`config.mk`:
```
export PLATFORM = sky130hd
export DESIGN_NAME = param_updown_counter
export DESIGN_NICKNAME = d
export VERILOG_FILES = /design/src/rtl/param_updown_counter.sv
export SDC_FILE = /design/constraint.sdc
export NUM_CORES = 1
export LEC_CHECK = 0
export CAP_MARGIN = 20
export CORE_ASPECT_RATIO = 1.2
export CORE_UTILIZATION = 45
export CTS_CLUSTER_DIAMETER = 100
export CTS_CLUSTER_SIZE = 28
export DETAILED_ROUTE_END_ITERATION = 8
export PLACE_DENSITY = 0.92
export SLEW_MARGIN = 10
export SYNTH_ARGS = -nofsm -noshare
export SYNTH_HDL_FRONTEND = slang
export SYNTH_SLANG_ARGS = --single-unit
```
`constraint.sdc`:
```
create_clock -name clk -period 4 [get_ports clk]
set_input_delay 0.8 -clock clk [delete_from_list [all_inputs] [get_ports clk]]
set_output_delay 0.8 -clock clk [all_outputs]
set_load 0.005 [all_outputs]
```
`src/rtl/param_updown_counter.sv`:
```
// param_updown_counter
//   Bounded bidirectional counter over 0..MAX_COUNT with wrap or saturate
//   behaviour, a variable step, a synchronous load and boundary flags.
//
// Parameters:
//   WIDTH     - count register width
//   MAX_COUNT - highest legal count (1 .. 2**WIDTH-1)
//   SATURATE  - 0: wrap modulo MAX_COUNT+1, 1: clamp at 0 / MAX_COUNT
//   STEP_W    - width of step input (2**STEP_W-1 <= MAX_COUNT+1)
//
// Ports:
//   clk      - rising-edge clock
//   rst      - synchronous active-high reset
//   en       - count enable
//   updown   - 1 = up, 0 = down
//   step     - unsigned step amount, 0 holds
//   load     - synchronous load strobe (priority over en)
//   load_val - value loaded, clipped to MAX_COUNT
//   count    - registered count
//   at_max   - count == MAX_COUNT
//   at_min   - count == 0
//   ovf      - registered pulse: last up-update passed MAX_COUNT
//   unf      - registered pulse: last down-update went below 0
module param_updown_counter #(
  parameter int WIDTH     = 8,
  parameter int MAX_COUNT = 2**WIDTH - 1,
  parameter bit SATURATE  = 1'b0,
  parameter int STEP_W    = 1
) (
  input  logic              clk,
  input  logic              rst,
  input  logic              en,
  input  logic              updown,
  input  logic [STEP_W-1:0] step,
  input  logic              load,
  input  logic [WIDTH-1:0]  load_val,
  output logic [WIDTH-1:0]  count,
  output logic              at_max,
  output logic              at_min,
  output logic              ovf,
  output logic              unf
);

  if (MAX_COUNT < 1 || longint'(MAX_COUNT) > ((longint'(1) << WIDTH) - 1)) begin : g_bad_max
    $error("param_updown_counter: MAX_COUNT out of range");
  end
  if (((longint'(1) << STEP_W) - 1) > longint'(MAX_COUNT) + 1) begin : g_bad_step
    $error("param_updown_counter: STEP_W too wide for MAX_COUNT");
  end

  // One extra bit so the up-sum and the wrapped down value never overflow.
  localparam logic [WIDTH:0]   MAXV = (WIDTH+1)'(MAX_COUNT);
  localparam logic [WIDTH:0]   MODV = (WIDTH+1)'(longint'(MAX_COUNT) + 1);
  localparam logic [WIDTH-1:0] MAXW = WIDTH'(MAX_COUNT);

  logic [WIDTH:0]   cnt_x;
  logic [WIDTH:0]   step_x;
  logic [WIDTH:0]   load_x;
  logic [WIDTH:0]   sum;
  logic [WIDTH-1:0] count_n;
  logic             ovf_n;
  logic             unf_n;

  assign cnt_x  = {1'b0, count};
  assign step_x = (WIDTH+1)'(step);
  assign load_x = {1'b0, load_val};
  assign sum    = cnt_x + step_x;

  always_comb begin
    count_n = count;
    ovf_n   = 1'b0;
    unf_n   = 1'b0;
    if (load) begin
      count_n = (load_x > MAXV) ? MAXW : load_val;
    end else if (en) begin
      if (updown) begin
        if (sum > MAXV) begin
          ovf_n   = 1'b1;
          count_n = SATURATE ? MAXW : WIDTH'(sum - MODV);
        end else begin
          count_n = WIDTH'(sum);
        end
      end else begin
        if (step_x > cnt_x) begin
          unf_n   = 1'b1;
          // cnt_x + MODV - step_x stays within MAX_COUNT since step > count.
          count_n = SATURATE ? '0 : WIDTH'(cnt_x + MODV - step_x);
        end else begin
          count_n = WIDTH'(cnt_x - step_x);
        end
      end
    end
  end

  always_ff @(posedge clk) begin
    if (rst) begin
      count <= '0;
      ovf   <= 1'b0;
      unf   <= 1'b0;
    end else begin
      count <= count_n;
      ovf   <= ovf_n;
      unf   <= unf_n;
    end
  end

  assign at_max = (count == MAXW);
  assign at_min = (count == '0);

endmodule
```
==> results.yml, run 1 <==
logic_synthesis:
  synth_edf_count: 0
  syn-num-nets: 110
  syn_avg_cell_area_um2: 7.711
  synthFlopType: "dfxtp_1"
  async_flop_share: 0
  yosysSeqAreaShare: 0.2822
  yosys_warnings: 0
  synth.distinct_cells: 35
  synth_cells: 92
  syn_area_um2: 709.4
  synth_seq_cells: 10
die:
  core_mm2: 0.001445
  rows: 15
  start_util: 0.4909
  die_y_um: 45.50
  dieArea_mm2: 0.001740
  ioPinCount: 26
  die_w_um: 38.25
sta:
  finalHoldViolations: 0
  finalCritPeriodShare: 0.7570
  rsz0062_at_grt: "no"
  slew_headroom: 0.6624
  setup_violations: 0
  fmax_mhz: 330.2
  slew_viol_final: 0
  worst_slew_pin_slew_ns: 0.5047
  min_period_ns: 3.028
  skew_ns: 0.001660
  whs_ns: 0.6123
  tns_ns: 0
detailed_routing:
  vias_per_cell: 6.295
  drt_iter0_markers: 25
  ant_nets: 0
  drtPass1Iterations: 4
  drc_errors: 0
  wl_mm: 1.965
  wire_per_inst_um: 14.89
  vias: 831
power_and_ir_drop:
  p_int_mw: 0.2002
  p_clk_frac: 0.337
  total_leakage_power_nw: 0.3466
  p_sw_frac: 0.2870
  powerDensity_mw_per_mm2: 285.9
  pwr-share-seq: 0.416
  p_comb_frac: 0.247
  p_switching_mw: 0.08061
  vdd_drop_max_mv: 0.1268
global_routing:
  grt_pass1_vias: 737
  grt_usage: 0.2543
  grt_max_degree: 15
  grt_use_met3: 0.05882
  use_met1: 0.2801
  overflow: 0
  grt_pass1_wl_mm: 3.111
  use_met2: 0.4610
  busiest_layer: "met2"
  antenna_found_initial: 0
cells_and_area:
  nets: 134
  post-route-util: 0.6797
  final_common_cell: "clkdlybuf4s50_1"
  area_delta_synth_final_pct: 38.45
  layout_common_cells: "clkdlybuf4s50_1 (25), dfxtp_1 (10), nand2_1 (8), nor2_1 (8)"
  drive_gt1_frac: 0.07826
  diodes: 0
worst_setup_path:
  reg2reg_from: "count[0]"
  crit_path_start_kind: "flip-flop"
  cp_data_required_time_ns: 3.20
  crit_chain: "or4_1 > or3_1 > nor3_1 > clkdlybuf4s50_1"
  max_stage_delay_ns: 0.56
  rrSetupSlack_ns: 2.12
  r2r_end: "count[6]"
  crit_type: "flip-flop to primary output"
  slowest_stage: "or4_1"
  crit_arrival_ns: 2.23
  cp_max_fo: 8
  cp-end-kind: "primary output"
  r2r_cells: 7
flow_run:
  maxCapViolCount: 0
clocking:
  cts-resized-gates: 0
  htree_levels: 1
  root_buffer: "clkbuf_4"
  cts_tree: "built"
  cts_buffers: 3
  post-cts-setup-buffers: 0
  hold_buffers: 0
  cts.sinks: 10
  clk_pin_slew_ns: 0.07
  clock_latency_ns: 0.27
  clock_path_buffers: 2
hold_path:
  min_from: "count[4]"
  holdCritPathClass: "flip-flop to flip-flop"
  hold_path_depth: 2
  hold-path-endpoint: "count[4]"
status:
  status: "finished clean"
placed_design:
  portBuffers: 25
  place_hpwl_mm: 1.359
  gp_congestion: 0.8588
power groups by stage:
stage / sequential, mW / combinational (mW) / clock (mW)
after floorplan: 0.115 / 0.0387 / 0
after global placement: 0.118 / 0.0659 / 0
after detailed placement: 0.119 / 0.0679 / 0
after CTS: 0.116 / 0.0690 / 0.0957
after global routing: 0.117 / 0.0763 / 0.0991
final: 0.117 / 0.0693 / 0.0947
synth_stat cells, types with 2 or more instances:
master    number  area [µm²]
a211oi_1       3       22.52
a21oi_1        2       10.01
buf_2          4       20.02
dfxtp_1       10       200.2
ha_1           4       50.05
inv_1          7       26.28
nand2_1        8       30.03
nand3_1        5       25.02
nand4_1        3       18.77
nor2_1         8       30.03
nor3_1         7       35.03
nor4_1         2       12.51
o21ai_0        2       10.01
o32ai_1        2       17.52
or3_1          3       18.77
or4_1          2       15.01
xnor2_1        2       17.52
critical path, delay by kind of cell, from the launching register on:
family	cells	cell delay, ns
AND/OR/NAND/NOR	3	1.04
buffers and inverters	1	0.52
flip-flops	1	0.38
routing by layer:
metal | share of wire | vias to the layer above
met2 | 0.51 | 56
met5 | 0 | -
met4 | 0.019 | 0
met1 | 0.38 | 379
li1 | - | 389
met3 | 0.090 | 7
area by class of cell:
type / count / area [µm²]
repair buffers: 25 / 250.2
multi-input cells: 68 / 444.2
clock buffers: 4 / 36.28
well taps: 17 / 21.27
inverters: 8 / 30.03
fillers: 118 / 462.9
flip-flops and latches: 10 / 200.2
per-stage QoR:
step	worst slack (ns)	cells	total power, mW	instance area (µm²)
global placement	1.316	128	0.1839	945.9
CTS	0.9861	132	0.2809	982.2
detailed placement	1.287	128	0.1865	945.9
floorplan	1.808	92	0.1536	709.4
global route	0.8756	132	0.2929	982.2
finish	0.9718	132	0.2808	982.2
worst max path at each step:
stage | from | to | slack (ns)
floorplan | count[3] | at_min | 1.81
global placement | count[3] | at_min | 1.32
detailed placement | count[3] | at_min | 1.29
CTS | count[3] | at_min | 0.99
global route | count[3] | at_min | 0.88
finish | count[3] | at_min | 0.97
cell families after synthesis:
group,after synthesis,share of synthesized area
buf+inv,14,0.09171
xor+xnor,3,0.03704
flops,10,0.2822
fa+ha+maj,4,0.07055
simple gates,44,0.3281
compound gates,17,0.1905
registers in the layout, indices dropped and copies added, names as in the netlist:
register	cells
count	8
unf	1
ovf	1
Power figures use the tool's default switching activity.
==> run 2, diff against run 1 <==
- CORE_UTILIZATION: 45 -> 43
- PLACE_DENSITY: 0.92 -> 0.89
- clock period: 4 -> 2.8 ns (I/O delays scaled with it)
==> results.yml, run 2 (synthesis results as in run 1) <==
status:
  status: "finished clean"
sta:
  fmax_mhz: 391.5
  finalCritPeriodShare: 0.9121
  setup_violations: 0
  rsz0062_at_grt: "no"
  tns_ns: 0
  slew_headroom: 0.6497
  slew_viol_final: 0
  skew_ns: 0.003646
  min_period_ns: 2.554
  worst_slew_pin_slew_ns: 0.5238
  finalHoldViolations: 0
cells_and_area:
  final_common_cell: "clkdlybuf4s50_1"
  nets: 134
  largest_reg_flops: 8
  diodes: 0
  regMostFlops: "count"
  layout_common_cells: "clkdlybuf4s50_1 (24), dfxtp_1 (9), nand2_1 (8), nor2_1 (8)"
  drive_gt1_frac: 0.08772
  top_regs: "count (8), ovf (1), unf (1)"
  area_delta_synth_final_pct: 37.57
power_and_ir_drop:
  p_sw_frac: 0.2928
  p_int_mw: 0.2580
  p_switching_mw: 0.1069
  pwr-share-seq: 0.459
  p_clk_frac: 0.270
  total_power_mw: 0.3649
  total_leakage_power_nw: 0.3561
  vdd_drop_max_mv: 0.2014
  p_comb_frac: 0.272
  powerDensity_mw_per_mm2: 373.9
worst_setup_path:
  crit_arrival_ns: 1.99
  crit_chain: "nand3_1 > or3_1 > nor3_1 > clkdlybuf4s50_1"
  crit_path_start_kind: "flip-flop"
  critical-path-top-delay-family: "simple AND/OR/NAND/NOR gates"
  cp-end-kind: "primary output"
  cp_max_fo: 7
  crit_type: "flip-flop to primary output"
  cp_data_required_time_ns: 2.24
  path_buf_inv: 1
  max_stage_delay_ns: 0.53
  slowest_stage: "clkdlybuf4s50_1"
clocking:
  cts_buffers: 3
  clock_latency_ns: 0.26
  root_buffer: "clkbuf_4"
  clock_path_buffers: 2
  cts.sinks: 10
  hold_buffers: 0
  clk_pin_slew_ns: 0.07
  htree_levels: 1
  cts_tree: "built"
die:
  core_mm2: 0.001483
  ioPinCount: 26
  die_w_um: 39.08
  start_util: 0.4785
  die_y_um: 46.50
  dieArea_mm2: 0.001817
  rows: 15
detailed_routing:
  vias_per_cell: 6.183
  drc_errors: 0
  wire_per_inst_um: 13.99
  ant_nets: 0
  drtPass1Iterations: 4
  drt_iter0_markers: 52
  vias: 810
  wl_mm: 1.833
global_routing:
  grt_max_degree: 15
  antenna_found_initial: 0
  grt_pass1_vias: 701
  grt_pass1_wl_mm: 2.766
  grt_usage: 0.2239
  overflow: 0
placed_design:
  place_hpwl_mm: 1.317
  gp_congestion: 0.8607
  portBuffers: 25
flow_run:
  maxCapViolCount: 0
hold_path:
  holdCritPathClass: "flip-flop to flip-flop"
## run 2: cell count changes in the layout (fill, tap and decap cells not counted), sizes merged
cell | previous run | this run
clkdlybuf4s50 | 25 | 24
dlymetal6s2s | 0 | 1
clkbuf | 4 | 3
## run 2: metal layers
metal  vias up  GRT usage  part of all wire
li1        382          -                 -
met1       360     0.2449              0.41
met4         0    0.09655             0.022
met3         8    0.05797             0.083
met2        60     0.3967              0.49
met5         -          0                 0
## run 2: cell type report
type | count | area, µm²
Fill cell | 130 | 506.7
Multi-Input combinational cell | 68 | 447.9
Timing Repair Buffer | 25 | 252.7
Sequential cell | 10 | 201.4
Inverter | 8 | 30.03
Clock buffer | 3 | 22.52
Tap cell | 17 | 21.27
## run 2: stage by stage
step	area, µm²	setup slack, ns	util	std cells	hold slack, ns
after floorplan	709.4	0.8481	-	92	0.5610
after global placement	945.9	0.3583	0.6380	128	0.5651
after detailed placement	945.9	0.3264	0.6380	128	0.5867
after CTS	968.4	0.01561	0.6532	131	0.5967
after global routing	975.9	0.1875	0.6582	131	0.6326
final	975.9	0.2460	0.6582	131	0.6096
## run 2: worst reg2reg max path, stage by stage (launching register included)
cell,delay [ns]
dfxtp_1,0.43
inv_1,0.10
ha_1,0.20
ha_1,0.19
nand3b_1,0.14
nor4_1,0.09
or4_1,0.52
o211ai_1,0.09
## run 2: worst paths after layout
| path | from | end | slack [ns] | cells after the start |
|---|---|---|---|---|
| max | count[4] | at_max | 0.25 | 4 |
| min | count[6] | count[6] | 0.61 | 3 |
| max reg2reg | count[0] | count[6] | 0.98 | 7 |
| min reg2reg | count[6] | count[6] | 0.61 | 3 |
## run 2: power by group through the flow
stage | clock (mW) | sequential [mW] | combinational [mW]
4_1_cts | 0.0999 | 0.166 | 0.0981
6_report | 0.0984 | 0.167 | 0.0991
5_1_grt | 0.110 | 0.168 | 0.109
2_1_floorplan | 0 | 0.164 | 0.0553
3_5_place_dp | 0 | 0.169 | 0.0967
3_3_place_gp | 0 | 0.168 | 0.0944
## run 2: timing repair
item	4_1_cts	5_1_grt
gates resized for setup	0	3
endpoints found under the setup margin	0	1
setup buffers	0	0
==> run 3, diff against run 2 <==
- ABC_CLOCK_PERIOD_IN_PS: default -> 2800
==> results of run 3 <==
Same layout as run 2: the final DEF is identical, and so are final timing and power.
